`src/rtl/lsu_pkg.sv`:
```
// lsu_pkg: shared types and helpers for the load/store memory master.
//   - lsu_state_t : access FSM states (IDLE, REQ, WAIT, DONE)
//   - lsu_size_t  : access size decoded from func3[1:0]
//   - F3_*        : RISC-V load/store func3 encodings
//   - size_decode / access_legal / byte_enables / store_lanes helpers
package lsu_pkg;

    typedef enum logic [1:0] {
        S_IDLE = 2'd0,
        S_REQ  = 2'd1,
        S_WAIT = 2'd2,
        S_DONE = 2'd3
    } lsu_state_t;

    typedef enum logic [1:0] {
        SZ_BYTE = 2'd0,
        SZ_HALF = 2'd1,
        SZ_WORD = 2'd2
    } lsu_size_t;

    localparam logic [2:0] F3_B  = 3'b000;
    localparam logic [2:0] F3_H  = 3'b001;
    localparam logic [2:0] F3_W  = 3'b010;
    localparam logic [2:0] F3_BU = 3'b100;
    localparam logic [2:0] F3_HU = 3'b101;

    // Size depends only on the low two func3 bits; bit 2 is the unsigned flag.
    function automatic lsu_size_t size_decode(input logic [2:0] f3);
        lsu_size_t sz;
        case (f3[1:0])
            2'b00:   sz = SZ_BYTE;
            2'b01:   sz = SZ_HALF;
            default: sz = SZ_WORD;
        endcase
        return sz;
    endfunction

    // Legal = known func3 for the direction and naturally aligned address.
    function automatic logic access_legal(input logic       is_load,
                                          input logic [2:0] f3,
                                          input logic [1:0] offset);
        logic f3_ok;
        logic aligned;
        if (is_load) begin
            f3_ok = (f3 == F3_B) || (f3 == F3_H) || (f3 == F3_W) ||
                    (f3 == F3_BU) || (f3 == F3_HU);
        end else begin
            f3_ok = (f3 == F3_B) || (f3 == F3_H) || (f3 == F3_W);
        end
        case (size_decode(f3))
            SZ_HALF: aligned = ~offset[0];
            SZ_WORD: aligned = (offset == 2'b00);
            default: aligned = 1'b1;
        endcase
        return f3_ok & aligned;
    endfunction

    function automatic logic [3:0] byte_enables(input lsu_size_t  sz,
                                                input logic [1:0] offset);
        logic [3:0] be;
        case (sz)
            SZ_BYTE: be = 4'b0001 << offset;
            SZ_HALF: be = 4'b0011 << {offset[1], 1'b0};
            default: be = 4'b1111;
        endcase
        return be;
    endfunction

    // Replicate narrow store data across all lanes so the byte enables
    // alone pick the target bytes.
    function automatic logic [31:0] store_lanes(input lsu_size_t   sz,
                                                input logic [31:0] d);
        logic [31:0] lanes;
        case (sz)
            SZ_BYTE: lanes = {4{d[7:0]}};
            SZ_HALF: lanes = {2{d[15:0]}};
            default: lanes = d;
        endcase
        return lanes;
    endfunction

endpackage

```
`src/rtl/lsu_load_align.sv`:
```
// lsu_load_align: combinational load-data extraction.
// Ports:
//   rdata  in  32  raw read word from the bus
//   offset in  2   byte offset within the word (addr[1:0])
//   func3  in  3   access size / sign encoding
//   unsign in  1   force zero-extension
//   data   out 32  selected and extended load result
module lsu_load_align
    import lsu_pkg::*;
(
    input  logic [31:0] rdata,
    input  logic [1:0]  offset,
    input  logic [2:0]  func3,
    input  logic        unsign,
    output logic [31:0] data
);

    logic       zext;
    logic [7:0] byte_sel;
    logic [15:0] half_sel;

    always_comb begin
        zext = unsign | func3[2];
        case (offset)
            2'd0:    byte_sel = rdata[7:0];
            2'd1:    byte_sel = rdata[15:8];
            2'd2:    byte_sel = rdata[23:16];
            default: byte_sel = rdata[31:24];
        endcase
        half_sel = offset[1] ? rdata[31:16] : rdata[15:0];
        case (size_decode(func3))
            SZ_BYTE: data = {{24{~zext & byte_sel[7]}}, byte_sel};
            SZ_HALF: data = {{16{~zext & half_sel[15]}}, half_sel};
            default: data = rdata;
        endcase
    end

endmodule

```
`src/rtl/lsu_mem_master.sv`:
```
// lsu_mem_master: drives a req/gnt/rvalid data-memory bus on behalf of the
// single-cycle core, stalling it until each load/store completes.
// Optional build macro: LSU_TIMEOUT_EN adds a watchdog that abandons an
// access after TIMEOUT_CYCLES cycles in REQ/WAIT (access_err pulse,
// load_data cleared).
// Ports:
//   clk, rst_n                  clock, asynchronous active-low reset
//   rd_en, wr_en, unsign, func3 decoded load/store controls
//   addr, wdata                 ALU byte address, rs2 store data
//   stall                       hold PC/regfile while access in flight
//   load_data                   extended load result (valid in DONE)
//   access_err                  one-cycle pulse: illegal/misaligned/timeout
//   mem_req/we/addr/be/wdata    bus request side
//   mem_gnt, mem_rvalid, mem_rdata  bus response side
module lsu_mem_master
    import lsu_pkg::*;
#(
    parameter int ADDR_W         = 32,
    parameter int TIMEOUT_CYCLES = 255
) (
    input  logic              clk,
    input  logic              rst_n,
    input  logic              rd_en,
    input  logic              wr_en,
    input  logic              unsign,
    input  logic [2:0]        func3,
    input  logic [ADDR_W-1:0] addr,
    input  logic [31:0]       wdata,
    output logic              stall,
    output logic [31:0]       load_data,
    output logic              access_err,
    output logic              mem_req,
    output logic              mem_we,
    output logic [ADDR_W-1:0] mem_addr,
    output logic [3:0]        mem_be,
    output logic [31:0]       mem_wdata,
    input  logic              mem_gnt,
    input  logic              mem_rvalid,
    input  logic [31:0]       mem_rdata
);

    if (TIMEOUT_CYCLES < 1) begin : g_bad_timeout
        $error("lsu_mem_master: TIMEOUT_CYCLES must be at least 1");
    end

    lsu_state_t        state_reg;
    lsu_state_t        state_next;
    logic [ADDR_W-1:0] addr_reg;
    logic [2:0]        func3_reg;
    logic              unsign_reg;
    logic              op_read_reg;
    logic [3:0]        be_reg;
    logic [31:0]       wdata_reg;
    logic [31:0]       load_data_reg;

    logic              req_any;
    logic              legal;
    logic              start;
    logic              timeout_hit;
    logic              load_clear;
    logic [31:0]       aligned_data;

    assign req_any = rd_en | wr_en;
    // rd_en wins when both are asserted, so legality is checked as a load.
    assign legal   = access_legal(rd_en, func3, addr[1:0]);
    assign start   = (state_reg == S_IDLE) && req_any && legal;

`ifdef LSU_TIMEOUT_EN
    localparam int CNT_W = $clog2(TIMEOUT_CYCLES + 1);
    logic [CNT_W-1:0] count_reg;

    // Cleared while idle so every access starts from zero on IDLE->REQ.
    always_ff @(posedge clk or negedge rst_n) begin
        if (!rst_n) begin
            count_reg <= '0;
        end else if (state_reg == S_IDLE) begin
            count_reg <= '0;
        end else if ((state_reg == S_REQ) || (state_reg == S_WAIT)) begin
            count_reg <= count_reg + 1'b1;
        end
    end

    // Fires in the last allowed cycle, so the access spends exactly
    // TIMEOUT_CYCLES cycles in REQ/WAIT before DONE.
    assign timeout_hit = ((state_reg == S_REQ) || (state_reg == S_WAIT)) &&
                         (count_reg == CNT_W'(TIMEOUT_CYCLES - 1));
`else
    assign timeout_hit = 1'b0;
`endif

    always_ff @(posedge clk or negedge rst_n) begin
        if (!rst_n) begin
            state_reg <= S_IDLE;
        end else begin
            state_reg <= state_next;
        end
    end

    always_comb begin
        state_next = state_reg;
        stall      = 1'b0;
        access_err = 1'b0;
        load_clear = 1'b0;
        case (state_reg)
            S_IDLE: begin
                if (req_any && legal) begin
                    state_next = S_REQ;
                    stall      = 1'b1;
                end else if (req_any) begin
                    access_err = 1'b1;
                end
            end
            S_REQ: begin
                stall = 1'b1;
                if (mem_gnt) begin
                    state_next = op_read_reg ? S_WAIT : S_DONE;
                end else if (timeout_hit) begin
                    state_next = S_DONE;
                    access_err = 1'b1;
                    load_clear = 1'b1;
                end
            end
            S_WAIT: begin
                stall = 1'b1;
                if (mem_rvalid) begin
                    state_next = S_DONE;
                end else if (timeout_hit) begin
                    state_next = S_DONE;
                    access_err = 1'b1;
                    load_clear = 1'b1;
                end
            end
            default: begin
                // DONE: the core commits this cycle; inputs now belong to
                // the next instruction and are only looked at from IDLE.
                state_next = S_IDLE;
            end
        endcase
    end

    always_ff @(posedge clk or negedge rst_n) begin
        if (!rst_n) begin
            addr_reg      <= '0;
            func3_reg     <= 3'b000;
            unsign_reg    <= 1'b0;
            op_read_reg   <= 1'b0;
            be_reg        <= 4'b0000;
            wdata_reg     <= 32'h0;
            load_data_reg <= 32'h0;
        end else begin
            if (start) begin
                addr_reg    <= addr;
                func3_reg   <= func3;
                unsign_reg  <= unsign;
                op_read_reg <= rd_en;
                be_reg      <= byte_enables(size_decode(func3), addr[1:0]);
                wdata_reg   <= store_lanes(size_decode(func3), wdata);
            end
            if ((state_reg == S_WAIT) && mem_rvalid) begin
                load_data_reg <= aligned_data;
            end else if (load_clear) begin
                load_data_reg <= 32'h0;
            end
        end
    end

    lsu_load_align u_align (
        .rdata  (mem_rdata),
        .offset (addr_reg[1:0]),
        .func3  (func3_reg),
        .unsign (unsign_reg),
        .data   (aligned_data)
    );

    // Request-side outputs come straight from registers, so they stay stable
    // for the whole REQ phase and fall to zero the moment reset asserts.
    assign mem_req   = (state_reg == S_REQ);
    assign mem_we    = mem_req & ~op_read_reg;
    assign mem_be    = mem_req ? be_reg : 4'b0000;
    assign mem_addr  = {addr_reg[ADDR_W-1:2], 2'b00};
    assign mem_wdata = wdata_reg;
    assign load_data = load_data_reg;

endmodule
```
`config.mk`:
```
export PLATFORM = sky130hd
export DESIGN_NAME = lsu_mem_master
export DESIGN_NICKNAME = d
export VERILOG_FILES = /design/src/rtl/lsu_pkg.sv /design/src/rtl/lsu_load_align.sv /design/src/rtl/lsu_mem_master.sv
export SDC_FILE = /design/constraint.sdc
export NUM_CORES = 1
export LEC_CHECK = 0
export CORE_MARGIN = 8
export CORE_UTILIZATION = 50
export CTS_BUF_LIST = sky130_fd_sc_hd__clkbuf_2
export CTS_CLUSTER_DIAMETER = 50
export DETAILED_ROUTE_END_ITERATION = 10
export PLACE_DENSITY = 0.88
export RECOVER_POWER = 100
export SKIP_CTS_REPAIR_TIMING = 1
export SYNTH_ARGS = -nofsm -noshare
export SYNTH_HDL_FRONTEND = slang
export SYNTH_HIERARCHICAL = 1
export SYNTH_SLANG_ARGS = --single-unit
```
`constraint.sdc`:
```
create_clock -name clk -period 4.95 [get_ports clk]
set_input_delay 0.99 -clock clk [delete_from_list [all_inputs] [get_ports clk]]
set_output_delay 0.99 -clock clk [all_outputs]
set_load 0.03 [all_outputs]
```
After elaboration in Yosys (flattened, before gate mapping)
Index checks and enable logic that the tools add are counted.
Cells by class
  shift-type cells: 2
  equal/unequal tests: 17
  bitwise operators: 9
  reduce and logical (&&, ||, !) cells: 18
  muxes and demuxes: 22
Operator list (number)
  case mux 32 bit (2 select lines): 2
  2-to-1 mux 32 bit: 1
  case mux 8 bit (3 select lines): 1
  2-to-1 mux 16 bit: 1
  equality test 2 x 1 -> 1 bit (second input constant): 7
  zero test 2 bit: 7
  2-to-1 mux 2 bit: 4
  case mux 2 bit (2 select lines): 2
  case mux 4 bit (2 select lines): 1
  equality test 2 bit (second input constant): 3
  equality test 3 bit (second input constant): 2
  2-to-1 mux 1 bit: 6
  case mux 2 bit (3 select lines): 1
  bitwise AND 1 bit: 4
  logical AND 1 bit: 4
  logical OR 1 bit: 4
  2-to-1 mux 4 bit: 1
  inequality test 2 x 1 -> 1 bit (second input constant): 2
  case mux 1 bit (2 select lines): 2
  left shift 1 x 2 -> 4 bit (first input constant): 1
  left shift 2 x 2 -> 4 bit (first input constant): 1
  equality test 3 x 1 -> 1 bit (second input constant): 1
  equality test 3 x 2 -> 1 bit (second input constant): 1
  zero test 3 bit: 1
  other kinds (5): 8
Word-level totals
  register bits after elaboration: 107
  output and inout bits: 104
  input bits: 106

Logic depth before layout (Yosys ltp)
  depth after elaboration: 11
  gate-level depth with buffers: 8
  mapped depth without buffers: 6

Modules after synthesis
Netlist, hierarchy kept.
By module, submodules not included
  lsu_mem_master: cells each 341, times used 1, area each 5114.9 um^2, seq. area each 2677.6 um^2
  lsu_load_align: cells each 112, times used 1, area each 735.7 um^2, seq. area each 0.0 um^2

Worst setup path after synthesis
No wires, ideal clock.
  path kind: input -> output
  from: input func3[0]
  to: output stall
  path slack: 1.784 ns
  stages: 7
  data required time: 3.960 ns
  data arrival time: 2.176 ns
  path buffers: 3
  cells stage by stage: buf_6 -> nor4_4 -> a21o_1 -> nor2b_4 -> buf_12 -> buf_12 -> o21ba_2
On the way
  longest elaborated chain between the ends: 10
  elaborated cells between the ends (all ways): 20
  classes of those cells: 7 x eq/ne; 5 x mux; 1 x bitwise; 7 x reduce/logical
RTL lines
  start, declared: line lsu_mem_master.sv:26  | input logic [2:0] func3,
  parallel branches: the longest is 6 deep, another holds equality test 2 x 1 -> 1 bit
  bitwise AND 1 bit (*): line lsu_pkg.sv:55  | return f3_ok & aligned;
  logical AND 1 bit (*): line lsu_mem_master.sv:106  | if (req_any && legal) begin
  2-to-1 mux 1 bit (*): line lsu_mem_master.sv:106
  case mux 1 bit (2 select lines) (*): line lsu_mem_master.sv:104  | case (state_reg)
  end, declared: line lsu_mem_master.sv:29  | output logic stall,
Every way passes the cells marked *.

Worst setup path after layout
  from: input func3[0]
  to: output access_err
On the way
  longest elaborated chain between the ends: 10
  elaborated cells between the ends (all ways): 20
  classes of those cells: 7 x eq/ne; 5 x mux; 1 x bitwise; 7 x reduce/logical
RTL lines
  parallel branches: the longest is 6 deep, another holds equality test 2 x 1 -> 1 bit
  bitwise AND 1 bit (*): line lsu_pkg.sv:55
  logical AND 1 bit (*): line lsu_mem_master.sv:106
  2-to-1 mux 1 bit (*): line lsu_mem_master.sv:106
  2-to-1 mux 1 bit (*)
  end, declared: line lsu_mem_master.sv:31  | output logic access_err,
Marks and branches as above.

==> flow_summary_export.csv <==
group,metric,value,unit
outcome,outcome,"finished, violations left",
outcome,violations,"capacitance limit, slew limit",
yosys,synth_flop_cell,"dfrtp_1",
timing,finalSetupTns,0,ns
yosys,yosys_warnings,6,
clock_tree,cts.sinks,107,
grt,grt_max_degree,79,
power,p_int,0.00254,W
grt,grt_pass1_vias,4616,
worst_setup_path,path_class,"in -> out",
layout,area_growth,27.7,%
power,p_per_area,628,nW/µm²
floorplan,die_w,124,µm
grt,use_met3,9.61,%
placed_design,numPortBuffers,207,
worst_setup_path,cp_max_fo,6,
yosys,synthTopCellsByArea,"dfrtp_1 (46%), mux2_4 (15%), mux2_2 (13%)",
yosys,mappedNetlistArea,5850,µm²
timing,rsz0062_at_grt,"no",
grt,antenna_found_initial,1,
timing,fin_crit,3.95,ns
layout,nNetsFinal,730,
layout,final_core_util,65.4,%
power,power_frac_clock,7.1,%
yosys,ys_async_sr_fraction,100,%
grt,busiest_layer,"met2",
worst_setup_path,end_kind,"output port",
floorplan,rows,39,
timing,slew_viol_final,110,
worst_setup_path,critPathRequiredTime,3.96,ns
power,ir_worst_vdd,0.395,mV
power,pwr-share-comb,58.9,%
yosys,synthMuxAreaShare,29.7,%
floorplan,core_area,11400,µm²
yosys,synth.distinct_cells,40,
worst_setup_path,rr_worst_depth,7,
run,maxCapViolations,2,
clock_tree,root_buffer,"clkbuf_2",
clock_tree,numCtsBuffers,9,
grt,grt_overflow,0,
power,sw_frac_of_total,45.9,%
grt,grt_pass1_wl,24300,µm
floorplan,start_util,51.2,%
hold_path,worstHoldPathType,"reg -> reg",
routing,first_pass_iters,4,
clock_tree,clk_pin_slew,0.24,ns
yosys,synthSimpleGateAreaFrac,8.49,%
floorplan,ios,210,
placed_design,dp_hpwl,12000,µm
routing,drc,0,
power,pwr-share-seq,34.1,%
yosys,synth_top_area_share,45.8,%
yosys,yosys.area.top_type,"dfrtp_1",
routing,antenna_left,0,
timing,period_share,79.8,%
placed_design,placedCellCount,752,
timing,fmax,0.253,GHz
clock_tree,clk_latency,0.55,ns
power,p_sw,0.00215,W
grt,grt_use_met1,23.4,%
yosys,synth_edf_count,0,
floorplan,die_area,15400,µm²
routing,vias,4158,
hold_path,hold-path-cell-count,1,
timing,finalHoldViolCount,0,
yosys,synth_top_family_by_area,"multiplexers",
floorplan,fp.dieH,124,µm
timing,timing.hold.ws,0.516,ns
timing,finClkSkew,0.0173,ns
clock_tree,cts_tree,"built",
timing,worst_pin_slew,1.95,ns
clock_tree,cts_max_level,3,
worst_setup_path,worst_setup_path_start_kind,"input port",
worst_setup_path,cp_data_arrival_time,2.96,ns
power,p_leak,3.38,nW
routing,wl_per_cell,20.6,µm
yosys,yosysSeqAreaShare,45.8,%
yosys,yosys.area_share.adder,0.855,%
clock_tree,clock_path_buffers,2,
placed_design,place.gp.congestion,0.914,
routing,wl,15800,µm
hold_path,min_from,"addr_reg[21]",
grt,grt_use_total,20.5,%
yosys,synth-xor-area-share,0,%
layout,drive_gt1_share,15.1,%
hold_path,min_to,"addr_reg[21]",
yosys,ys_ff_latch,107,
layout,layout.cells.non_filler,768,
timing,relSlewSlack,-29.7,%
worst_setup_path,reg2reg_to,"mem_wdata[24]",
worst_setup_path,r2r-start,"state_reg[0]",
yosys,synth_compound_area_share,6.16,%
routing,first_iter_violations,309,
yosys,avgSynthCellArea,12.9,µm²
routing,vias_per_cell,5.41,
timing,setup_viol,0,
yosys,synthCells,453,
grt,grt_util_met2,32.9,%
worst_setup_path,r2r_slack,1.94,ns
worst max path at each step:
stage	startpoint	end	slack, ns	cells past startpoint
after floorplan	func3[0]	stall	1.78	7
after CTS	addr[0]	access_err	1.23	5
after detailed placement	func3[0]	addr_reg[2]	1.01	7
final	func3[0]	access_err	1.00	5
after global placement	func3[0]	addr_reg[2]	1.18	7
after global routing	func3[0]	access_err	0.89	5
cell type report:
cell class,count,area (µm²)
Inverter,9,33.8
Timing Repair Buffer,214,2110
Tap cell,143,179
Clock buffer,11,55.1
Multi-Input combinational cell,279,2400
Sequential cell,107,2680
Fill cell,892,3950
Clock inverter,4,18.8
Antenna cell,1,2.50
critical path, cell delays in order:
cell           delay [ns]
dlygate4sd3_1        0.63
nor4_1               0.45
a21o_1               0.15
nor2_1               0.04
dlygate4sd3_1        0.69
synth_stat cells, types with 7 or more instances:
cell       n
buf_12     7
mux2_2    65
dfrtp_1  107
nand2_1   39
buf_4     33
nand3_2   11
o21ai_0   12
mux2i_1   14
a221o_1   11
mux2_4    57
nor2_1    10
inv_1      9
cell families after synthesis:
family	after synthesis
AND/OR/NAND/NOR	88
flip-flops	107
other	1
AO/OA/AOI/OAI	48
buffers and inverters	68
multiplexers	137
adder cells (fa/ha/maj)	4
through the flow:
step,power (W),setup WS (ns),instance area (µm²)
2_1_floorplan,0.00375,1.78,5850
3_3_place_gp,0.00472,1.18,7660
3_5_place_dp,0.00480,1.01,7660
4_1_cts,0.00515,1.23,7740
5_1_grt,0.00497,0.886,7470
6_report,0.00469,1.00,7470
power by group through the flow:
stage | Clock [W] | Combinational [W] | Sequential [W]
global route | 0.000384 | 0.00293 | 0.00165
finish | 0.000331 | 0.00276 | 0.00160
detailed placement | 0 | 0.00316 | 0.00164
floorplan | 0 | 0.00169 | 0.00206
global placement | 0 | 0.00309 | 0.00163
CTS | 0.000350 | 0.00316 | 0.00163
cells in the final DEF, fill, tap and decap left out, types with 6 or more instances in the layout:
cell type	n
a221o_1	11
clkbuf_2	13
clkdlybuf4s50_1	102
dfrtp_1	107
dlygate4sd3_1	103
inv_1	9
mux2_1	57
mux2_2	64
mux2i_1	14
nand2_1	39
nand2b_1	6
nand3_1	8
nand3_2	8
nor2_1	10
o21ai_0	12
layer usage:
metal / routed length [µm] / share of wire, %
met1: 6200 / 39
met2: 7300 / 46
met3: 1960 / 12
met4: 366 / 2.3
met5: 0 / 0
(Power assumes the default switching activity.)
